$ cat src/rtl/tnet_qick_cmd_issue.sv
// Initiator side of the network control-command interface: converts a relative
// delay into an absolute 48-bit execution time and tracks the executor handshake.
module tnet_qick_cmd_issue #(
  parameter int unsigned TOUT_W   = 16,
  parameter int unsigned TOUT_CYC = 1000,
  parameter int unsigned OP_W     = 5
) (
  input  logic            t_clk_i,
  input  logic            t_rst_ni,
  input  logic [47:0]     t_time_abs_i,
  input  logic            cmd_valid_i,
  output logic            cmd_ready_o,
  input  logic [1:0]      cmd_req_i,
  input  logic [OP_W-1:0] cmd_op_i,
  input  logic [31:0]     cmd_dt_i,
  output logic [1:0]      ctrl_cmd_req_o,
  output logic [OP_W-1:0] ctrl_cmd_op_o,
  output logic [47:0]     ctrl_cmd_dt_o,
  input  logic            ctrl_cmd_ack_i,
  input  logic            ctrl_cmd_ok_i,
  output logic            res_valid_o,
  output logic [1:0]      res_code_o,
  input  logic            cnt_clr_i,
  output logic [15:0]     cmd_cnt_o,
  output logic [15:0]     err_cnt_o,
  output logic [2:0]      st_do
);

  localparam logic [1:0]        X_NOP       = 2'd0;
  localparam logic [1:0]        X_NOW       = 2'd1;
  localparam logic [1:0]        X_TIME      = 2'd2;
  localparam logic [1:0]        X_EXT       = 2'd3;
  localparam logic [OP_W-1:0]   OP_NOP      = {OP_W{1'b0}};
  localparam logic [1:0]        RES_OK      = 2'd0;
  localparam logic [1:0]        RES_LATE    = 2'd1;
  localparam logic [1:0]        RES_TIMEOUT = 2'd2;
  localparam logic [1:0]        RES_ILLEGAL = 2'd3;
  localparam logic [15:0]       CNT_MAX     = 16'hFFFF;
  localparam logic [TOUT_W-1:0] TIMER_ZERO  = {TOUT_W{1'b0}};
  localparam logic [TOUT_W-1:0] TIMER_ONE   = TOUT_W'(1);
  // Timer counts 0..TOUT_CYC-1, so the last allowed cycle is the expiry point.
  localparam logic [TOUT_W-1:0] TIMER_LAST  = TOUT_W'(TOUT_CYC - 1);

  typedef enum logic [2:0] {
    ST_IDLE      = 3'd1,
    ST_ISSUE     = 3'd2,
    ST_WAIT_ACK  = 3'd3,
    ST_WAIT_DONE = 3'd4,
    ST_RECOVER   = 3'd5
  } state_e;

  state_e            state_q, state_d;
  logic [1:0]        req_q, req_d;
  logic [1:0]        ctrl_req_q, ctrl_req_d;
  logic [OP_W-1:0]   ctrl_op_q, ctrl_op_d;
  logic [47:0]       ctrl_dt_q, ctrl_dt_d;
  logic [TOUT_W-1:0] timer_q, timer_d;
  logic              ok_seen_q, ok_seen_d;
  logic              res_valid_q, res_valid_d;
  logic [1:0]        res_code_q, res_code_d;
  logic [15:0]       cmd_cnt_q, cmd_cnt_d;
  logic [15:0]       err_cnt_q, err_cnt_d;

  logic              accept_s;
  logic [47:0]       dt_sum_s;
  logic              ok_any_s;
  logic              tout_hit_s;
  logic              timer_run_s;
  logic              res_fire_s;
  logic [1:0]        res_sel_s;

  assign cmd_ready_o = (state_q == ST_IDLE) & ~ctrl_cmd_ack_i;
  assign accept_s    = cmd_valid_i & cmd_ready_o;
  assign dt_sum_s    = t_time_abs_i + {16'd0, cmd_dt_i};
  assign ok_any_s    = ok_seen_q | ctrl_cmd_ok_i;
  assign tout_hit_s  = (timer_q == TIMER_LAST);
  // X_EXT never times out; X_TIME stops timing once the executor has accepted it.
  assign timer_run_s = (req_q == X_NOW) | ((req_q == X_TIME) & ~ok_any_s);

  // Command FSM next state, issue outputs and result selection.
  always_comb begin
    state_d    = state_q;
    req_d      = req_q;
    ctrl_req_d = X_NOP;
    ctrl_op_d  = OP_NOP;
    ctrl_dt_d  = 48'd0;
    timer_d    = timer_q;
    ok_seen_d  = ok_seen_q;
    res_fire_s = 1'b0;
    res_sel_s  = RES_OK;
    case (state_q)
      ST_IDLE: begin
        if (accept_s) begin
          req_d = cmd_req_i;
          if (cmd_req_i == X_NOP) begin
            res_fire_s = 1'b1;
            res_sel_s  = RES_ILLEGAL;
          end else begin
            state_d    = ST_ISSUE;
            ctrl_req_d = cmd_req_i;
            ctrl_op_d  = cmd_op_i;
            ctrl_dt_d  = (cmd_req_i == X_TIME) ? dt_sum_s : 48'd0;
          end
        end else begin
          state_d = ST_IDLE;
        end
      end
      ST_ISSUE: begin
        state_d   = ST_WAIT_ACK;
        timer_d   = TIMER_ZERO;
        ok_seen_d = 1'b0;
      end
      ST_WAIT_ACK: begin
        if (ctrl_cmd_ack_i) begin
          state_d = ST_WAIT_DONE;
          timer_d = TIMER_ZERO;
        end else if (tout_hit_s) begin
          state_d    = ST_IDLE;
          res_fire_s = 1'b1;
          res_sel_s  = RES_TIMEOUT;
        end else begin
          timer_d = timer_q + TIMER_ONE;
        end
      end
      ST_WAIT_DONE: begin
        ok_seen_d = ok_any_s;
        if (!ctrl_cmd_ack_i) begin
          state_d    = ST_IDLE;
          res_fire_s = 1'b1;
          if (req_q == X_TIME) begin
            res_sel_s = ok_any_s ? RES_OK : RES_LATE;
          end else begin
            res_sel_s = RES_OK;
          end
        end else if (timer_run_s && tout_hit_s) begin
          state_d    = ST_RECOVER;
          res_fire_s = 1'b1;
          res_sel_s  = RES_TIMEOUT;
        end else if (timer_run_s) begin
          timer_d = timer_q + TIMER_ONE;
        end else begin
          timer_d = timer_q;
        end
      end
      ST_RECOVER: begin
        if (!ctrl_cmd_ack_i) begin
          state_d = ST_IDLE;
        end else begin
          state_d = ST_RECOVER;
        end
      end
      default: begin
        state_d = ST_IDLE;
      end
    endcase
  end

  // Result strobe and saturating counters; a clear beats a simultaneous increment.
  always_comb begin
    res_valid_d = res_fire_s;
    res_code_d  = res_fire_s ? res_sel_s : res_code_q;
    cmd_cnt_d   = cmd_cnt_q;
    err_cnt_d   = err_cnt_q;
    if (cnt_clr_i) begin
      cmd_cnt_d = 16'd0;
      err_cnt_d = 16'd0;
    end else if (res_fire_s) begin
      if (cmd_cnt_q != CNT_MAX) begin
        cmd_cnt_d = cmd_cnt_q + 16'd1;
      end else begin
        cmd_cnt_d = cmd_cnt_q;
      end
      if ((res_sel_s != RES_OK) && (err_cnt_q != CNT_MAX)) begin
        err_cnt_d = err_cnt_q + 16'd1;
      end else begin
        err_cnt_d = err_cnt_q;
      end
    end else begin
      cmd_cnt_d = cmd_cnt_q;
      err_cnt_d = err_cnt_q;
    end
  end

  // State and output registers.
  always_ff @(posedge t_clk_i or negedge t_rst_ni) begin
    if (!t_rst_ni) begin
      state_q     <= ST_IDLE;
      req_q       <= X_NOP;
      ctrl_req_q  <= X_NOP;
      ctrl_op_q   <= OP_NOP;
      ctrl_dt_q   <= 48'd0;
      timer_q     <= TIMER_ZERO;
      ok_seen_q   <= 1'b0;
      res_valid_q <= 1'b0;
      res_code_q  <= RES_OK;
      cmd_cnt_q   <= 16'd0;
      err_cnt_q   <= 16'd0;
    end else begin
      state_q     <= state_d;
      req_q       <= req_d;
      ctrl_req_q  <= ctrl_req_d;
      ctrl_op_q   <= ctrl_op_d;
      ctrl_dt_q   <= ctrl_dt_d;
      timer_q     <= timer_d;
      ok_seen_q   <= ok_seen_d;
      res_valid_q <= res_valid_d;
      res_code_q  <= res_code_d;
      cmd_cnt_q   <= cmd_cnt_d;
      err_cnt_q   <= err_cnt_d;
    end
  end

  assign ctrl_cmd_req_o = ctrl_req_q;
  assign ctrl_cmd_op_o  = ctrl_op_q;
  assign ctrl_cmd_dt_o  = ctrl_dt_q;
  assign res_valid_o    = res_valid_q;
  assign res_code_o     = res_code_q;
  assign cmd_cnt_o      = cmd_cnt_q;
  assign err_cnt_o      = err_cnt_q;
  assign st_do          = state_q;

endmodule

$ cat config.mk
export PLATFORM = sky130hd
export DESIGN_NAME = tnet_qick_cmd_issue
export DESIGN_NICKNAME = d
export VERILOG_FILES = /design/src/rtl/tnet_qick_cmd_issue.sv
export SDC_FILE = /design/constraint.sdc
export NUM_CORES = 1
export LEC_CHECK = 0
export ABC_AREA = 0
export BUFFER_PORTS_ARGS = -buffer_cell sky130_fd_sc_hd__buf_2
export CAP_MARGIN = 0
export CELL_PAD_IN_SITES_DETAIL_PLACEMENT = 0
export CELL_PAD_IN_SITES_GLOBAL_PLACEMENT = 1
export CORE_UTILIZATION = 40
export CTS_CLUSTER_DIAMETER = 80
export DETAILED_ROUTE_END_ITERATION = 12
export MAX_ROUTING_LAYER = met4
export PLACE_DENSITY_LB_ADDON = 0.1
export SKIP_LAST_GASP = 1
export SYNTH_ARGS = -nofsm -noshare
export SYNTH_HDL_FRONTEND = slang
export SYNTH_SLANG_ARGS = --single-unit
$ cat constraint.sdc
create_clock -name t_clk_i -period 2.8 [get_ports t_clk_i]
set_clock_uncertainty 0.05 [all_clocks]
set_input_delay 0.28 -clock t_clk_i [delete_from_list [all_inputs] [get_ports t_clk_i]]
set_output_delay 0.28 -clock t_clk_i [all_outputs]
set_load 0.005 [all_outputs]
==> results.json, run 1 <==
{
  "synth_top_family_by_area": "simple AND/OR/NAND/NOR gates",
  "ys_seq_area_share_pct": 40.4,
  "yosys.area_share.adder_pct": 6.60,
  "status": "finished, final reports clean",
  "tightest_slew_ns": 0.741,
  "drt_wl_total_um": 19000,
  "maxClockFrequency_ghz": 0.380,
  "final_cell_mix": "buf_2 (185), dfrtp_1 (111), nor2_1 (94)",
  "syn_nets": 899,
  "grtUsageTotal_pct": 22.6,
  "io_buffers": 186,
  "synth_edf_count": 0,
  "core-area_um2": 16800,
  "rsz0062_at_grt": "false",
  "cts_resized": 0,
  "ys_ff_latch": 112,
  "grt_pass1_wl_um": 31500,
  "dieWidth_um": 134,
  "synth_compound_area_share_pct": 17.7,
  "nets": 1107,
  "cts.sinks": 112,
  "arrival_ns": 2.85,
  "powerDensity_nw_per_um2": 517,
  "fp-row-count": 47,
  "vias": 6440,
  "initial_core_util_pct": 41.4,
  "cts_buffers": 9,
  "clockRootBuffer": "clkbuf_16",
  "dieArea_um2": 17900,
  "synthCells": 770,
  "power.total_uw": 4490,
  "crit_path_max_fanout": 16,
  "clkTransAtPathRegs_ns": 0.07,
  "io_pins": 187,
  "cp_top_family": "simple AND/OR/NAND/NOR gates",
  "final_common_cell": "buf_2",
  "worst_setup_path_end_kind": "flip-flop",
  "antenna_found_initial": 1,
  "syn_area_um2": 6930,
  "max-cap-violations": 0,
  "viasPerCell": 5.35,
  "fin_crit_sh_pct": 94.0,
  "power.leakage_uw": 0.00431,
  "crit_chain": "or3b_1 -> nor2_4 -> nand2_1 -> or2_2 -> or4b_1 -> o211ai_1",
  "crit_slowest_cell": "dfstp_2",
  "setup_violations": 0,
  "drtIter0Drc": 349,
  "hold_class": "primary input to flip-flop",
  "dpl.hpwl_um": 14400,
  "firstDrtPassIters": 5,
  "critPathRequiredTime_ns": 3.02,
  "grt_start_max_net_pins": 50,
  "tritoncts": "built",
  "async_reset_ff_share_pct": 100,
  "drive_gt1_share_pct": 27.4,
  "cp_num_buf_inv": 0,
  "holdWs_ns": 0.0879,
  "synth_flop_cell": "dfrtp_1",
  "irDropWorstVdd_v": 0.000316,
  "drcViolationCount": 0,
  "synth_mux_area_share_pct": 0.595,
  "wl_per_cell_um": 15.8,
  "crit_path_start_kind": "flip-flop",
  "ant_nets": 0,
  "yosysWarnings": 0,
  "gp_congestion": 0.901,
  "finalSetupTns_ns": 0,
  "synth_area_per_cell_um2": 9.01,
  "grt_remaining_overflow": 0,
  "die_height_um": 134,
  "critical_path_class": "flip-flop to flip-flop",
  "slowest_delay_ns": 0.63,
  "synth-xor-area-share_pct": 7.83,
  "clk-insertion-delay-late_ns": 0.36,
  "period_needed_ns": 2.63,
  "fillCellCount": 1632,
  "synth.distinct_cells": 74,
  "synth-simple-area-share_pct": 23.6,
  "area_growth_pct": 25.1,
  "htreeDepth": 3,
  "finalHoldViolations": 0,
  "slew-limit-headroom_pct": 50.2,
  "drv_slew": 0,
  "grt_pass1_vias": 6422,
  "ctsLongestPathBuffers": 2
}
==> state kept, by name, summed over array words and instances (netlist names), 2 cells and up <==
| signal | count |
|---|---|
| ctrl_cmd_op_o | 5 |
| ctrl_cmd_dt_o | 48 |
| res_code_o | 2 |
| err_cnt_o | 16 |
| st_do | 3 |
| ctrl_cmd_req_o | 2 |
| timer_q | 16 |
| cmd_cnt_o | 16 |
| req_q | 2 |
==> through the flow <==
step / instances / area, um2 / utilization, % / setup WS (ns)
global placement: 1186 / 8330 / 49.7 / 0.00374
detailed placement: 1186 / 8330 / 49.7 / -0.0517
global route: 1204 / 8680 / 51.8 / 0.00329
CTS: 1203 / 8670 / 51.8 / 0.147
finish: 1204 / 8680 / 51.8 / 0.168
floorplan: 770 / 6930 / - / 0.148
==> Yosys cell counts (3+ instances only) <==
master / instances / area, um2
clkbuf_1: 20 / 75.1
a21oi_1: 54 / 270
nand2_1: 56 / 210
and4_1: 4 / 35.0
or3_1: 15 / 93.8
nand4_1: 19 / 119
ha_1: 35 / 438
and3_1: 10 / 62.6
buf_2: 8 / 40.0
and2_1: 21 / 131
nor2_1: 94 / 353
a211oi_1: 4 / 30.0
nor3_1: 25 / 125
nor4b_1: 4 / 35.0
a21o_1: 24 / 180
dfrtp_1: 111 / 2780
or2_2: 5 / 31.3
mux2i_1: 3 / 30.0
inv_1: 21 / 78.8
o31ai_1: 6 / 45.0
nand4b_1: 9 / 78.8
nor4_1: 5 / 31.3
o21bai_1: 4 / 30.0
nor3b_1: 3 / 22.5
xor2_1: 26 / 228
o21ai_0: 39 / 195
nand2b_1: 4 / 25.0
o21a_1: 5 / 37.5
o211ai_1: 9 / 67.6
nand3_1: 24 / 120
a31oi_1: 9 / 56.3
nor2b_1: 4 / 25.0
or4_1: 4 / 30.0
xnor2_1: 36 / 315
a221oi_1: 3 / 26.3
==> path summary, 6_finish.rpt <==
kind,from,endpoint,slack (ns),depth (start not counted)
worst max-delay path,st_do[0]$_DFFE_PN1P_,ctrl_cmd_dt_o[45]$_DFF_PN0_,0.17,6
worst min-delay path,cmd_op_i[2],ctrl_cmd_op_o[2]$_DFF_PN0_,0.09,2
worst max register to register,st_do[0]$_DFFE_PN1P_,ctrl_cmd_dt_o[45]$_DFF_PN0_,0.17,6
worst min register to register,res_code_o[1]$_DFFE_PN0P_,res_code_o[1]$_DFFE_PN0P_,0.46,2
max in group asynchronous,t_rst_ni,ctrl_cmd_dt_o[47]$_DFF_PN0_,1.51,3
min in group asynchronous,t_rst_ni,cmd_cnt_o[3]$_DFFE_PN0P_,0.39,2
==> final cells by class <==
class                           count  area (um2)  area share [%]
Multi-Input combinational cell    604        3910            45.1
Sequential cell                   112        2800            32.3
Timing Repair Buffer              229        1270            14.7
Tap cell                          220         275            3.17
Clock buffer                       12         256            2.96
Inverter                           22        82.6           0.952
Clock inverter                      4        73.8           0.851
Antenna cell                        1        2.50          0.0288
==> per-layer routing <==
metal / vias to the layer above / GRT usage (%) / part of all wire (%)
li1: 3181 / - / -
met1: 3038 / 27.4 / 44
met2: 187 / 37.8 / 48
met3: 34 / 2.97 / 4.8
met4: 0 / 9.22 / 2.7
met5: - / - / 0
==> report_power, final <==
group,internal [uW],switching [uW]
logic,524,692
clock network,837,607
registers,1730,101
total,3090,1400
==> what timing repair did <==
item / CTS / global route
hold buffers: 1 / 0
buffers inserted: 0 / 0
endpoints found under the hold margin: 36 / 0
==> worst reg2reg max path: stages (launching register included) <==
cell,delay [ns]
dfstp_2,0.63
or3b_1,0.43
nor2_4,0.19
nand2_1,0.12
or2_2,0.43
or4b_1,0.53
o211ai_1,0.17
==> cell families after synthesis <==
family,after synthesis
AOI/OAI and AO/OA,185
xor gates and xnor gates,62
adders and majority gates,36
buffers and inverters,54
DFF,112
muxes,4
and+or+nand+nor,317
Note: power is estimated with default switching activity, not from simulation.
==> inputs of run 2 (changes only) <==
--- a/config.mk
+++ b/config.mk
@@ -15,6 +15,7 @@
 export DETAILED_ROUTE_END_ITERATION = 12
 export MAX_ROUTING_LAYER = met4
 export PLACE_DENSITY_LB_ADDON = 0.1
+export SETUP_SLACK_MARGIN = 0.3
 export SKIP_LAST_GASP = 1
 export SYNTH_ARGS = -nofsm -noshare
 export SYNTH_HDL_FRONTEND = slang
==> results.json, run 2 (synthesized netlist as in run 1, its figures left out) <==
{
  "fp-row-count": 47,
  "area_growth_pct": 26.4,
  "crit_path_max_fanout": 8,
  "pwr-share-comb_pct": 29.3,
  "slew-limit-headroom_pct": 55.9,
  "hold_path_depth": 2,
  "grt_pass1_wl_um": 30700,
  "core-area_um2": 16800,
  "grt_pass1_vias": 6344,
  "ant_nets": 0,
  "final_core_util_pct": 52.3,
  "hold_class": "primary input to flip-flop",
  "p_sw_uw": 1420,
  "gp_congestion": 0.867,
  "fin_crit_sh_pct": 85.8,
  "hold_end": "ctrl_cmd_op_o[2]$_DFF_PN0_",
  "slowest_delay_ns": 0.53,
  "powerDensity_nw_per_um2": 498,
  "arrival_ns": 2.62,
  "r2r_start": "st_do[0]$_DFFE_PN1P_",
  "layout_setup_ws_ns": 0.398,
  "setup_violations": 0,
  "tritoncts": "built",
  "cp_top_family": "simple AND/OR/NAND/NOR gates",
  "status": "finished, final reports clean",
  "htreeDepth": 3,
  "swShare_pct": 32.5,
  "min_from": "cmd_op_i[2]",
  "period_needed_ns": 2.40,
  "drcViolationCount": 0,
  "grt_start_max_net_pins": 41,
  "crit_slowest_cell": "dfstp_2",
  "largest_register_ffs": 48,
  "power.clock.fraction_pct": 29.2,
  "drive_gt1_share_pct": 28.6,
  "dieWidth_um": 134,
  "vias": 6469,
  "crit_chain": "or3b_1 -> nor2_4 -> buf_4 -> a22o_1 -> o21ba_4 -> nand4_4 -> or3_1 -> a21oi_1",
  "drv_slew": 0,
  "firstDrtPassIters": 7,
  "initial_core_util_pct": 41.4,
  "cts.sinks": 112,
  "critical_path_class": "flip-flop to flip-flop",
  "clkTransAtPathRegs_ns": 0.08,
  "final_common_cell": "buf_2",
  "clockRootBuffer": "clkbuf_16",
  "rsz0062_at_grt": "false",
  "reg2reg_to": "err_cnt_o[8]$_DFFE_PN0P_",
  "fillCellCount": 1604,
  "seq_power_share_pct": 41.5,
  "dpl.hpwl_um": 14300,
  "grt_remaining_overflow": 0,
  "wl_per_cell_um": 15.6,
  "clk-insertion-delay-late_ns": 0.35,
  "cts_buffers": 9,
  "worst_setup_path_end_kind": "flip-flop",
  "die_height_um": 134,
  "io_pins": 187,
  "ctsLongestPathBuffers": 2,
  "irDropWorstVdd_v": 0.000286,
  "drtIter0Drc": 323,
  "nets": 1108,
  "io_buffers": 186,
  "viasPerCell": 5.36,
  "intPower_uw": 2940,
  "cp_num_buf_inv": 1,
  "crit_path_start_kind": "flip-flop",
  "dieArea_um2": 17900,
  "grtUsageTotal_pct": 21.8,
  "tightest_slew_ns": 0.662,
  "maxClockFrequency_ghz": 0.416,
  "max-cap-violations": 0,
  "rr_worst_depth": 8,
  "finalHoldViolations": 0,
  "critPathRequiredTime_ns": 3.02,
  "antenna_found_initial": 1,
  "r2r_setup_slack_ns": 0.40,
  "final_cell_mix": "buf_2 (185), dfrtp_1 (111), nor2_1 (94)",
  "dpl_worst_slack_ns": -0.0726,
  "drt_wl_total_um": 18800,
  "power.leakage_uw": 0.00431
}
[run 2: cell types whose count changed in the layout (fill, tap and decap cells not counted), moves of 2 or more]
cell,change
ha_1,-3
ha_2,+3
or2_2,-2
or2_4,+2
a21oi_1,-2
bufinv_16,-2
[run 2: final cells by class]
type,count,area [um2],area share [%]
Inverter,22,82.6,0.942
Timing Repair Buffer,230,1290,14.7
Clock inverter,4,36.3,0.414
Sequential cell,112,2800,32.0
Multi-Input combinational cell,604,4010,45.8
Antenna cell,2,5.00,0.0571
Tap cell,220,275,3.14
Clock buffer,12,256,2.93
[run 2: how the worst max path moves through the flow]
stage,startpoint,to,slack (ns),cells after the start
CTS,st_do[0]$_DFFE_PN1P_,err_cnt_o[8]$_DFFE_PN0P_,0.34,8
global placement,t_time_abs_i[15],ctrl_cmd_dt_o[36]$_DFF_PN0_,-0.04,11
detailed placement,t_time_abs_i[0],ctrl_cmd_dt_o[42]$_DFF_PN0_,-0.07,11
finish,st_do[0]$_DFFE_PN1P_,err_cnt_o[8]$_DFFE_PN0P_,0.40,8
global route,st_do[1]$_DFFE_PN0P_,err_cnt_o[8]$_DFFE_PN0P_,0.30,7
floorplan,t_time_abs_i[0],ctrl_cmd_dt_o[34]$_DFF_PN0_,0.31,11
[run 2: repair_timing]
action / 4_1_cts / 5_1_grt
hold buffers: 1 / 0
setup endpoints to repair: 10 / 33
pin swaps: 0 / 3
setup buffers: 2 / 1
gates resized for setup: 4 / 13
hold endpoints to repair: 36 / 0
[run 2: power by group through the flow]
stage	clock [uW]	combinational (uW)	sequential, uW
2_1_floorplan	0	751	1830
3_3_place_gp	0	1230	1830
3_5_place_dp	0	1240	1840
4_1_cts	1320	1260	1800
5_1_grt	1370	1410	1820
6_report	1280	1280	1810
[run 2: worst register-to-register path, cell delays in order, from the launching register on]
cell     delay, ns
dfstp_2       0.53
or3b_1        0.40
nor2_4        0.13
buf_4         0.14
a22o_1        0.18
o21ba_4       0.21
nand4_4       0.17
or3_1         0.35
a21oi_1       0.17
[run 2: stage by stage]
step | instance area [um2] | hold slack, ns | TNS, ns | instances | total power [uW]
after floorplan | 6960 | -0.0656 | 0 | 770 | 2580
after global placement | 8340 | 0.238 | -0.0424 | 1184 | 3060
final | 8760 | 0.0847 | 0 | 1206 | 4370
after detailed placement | 8340 | 0.244 | -0.330 | 1184 | 3080
after CTS | 8680 | 0.0676 | 0 | 1203 | 4380
after global routing | 8760 | 0.0766 | 0 | 1205 | 4610
[run 2: metal layers]
layer / wire [um] / vias to the layer above / global-route usage (%)
met5: 0 / - / -
met2: 9300 / 187 / 36.2
met4: 314 / 0 / 7.58
met1: 8330 / 3064 / 27.2
li1: - / 3193 / -
met3: 850 / 25 / 3.08
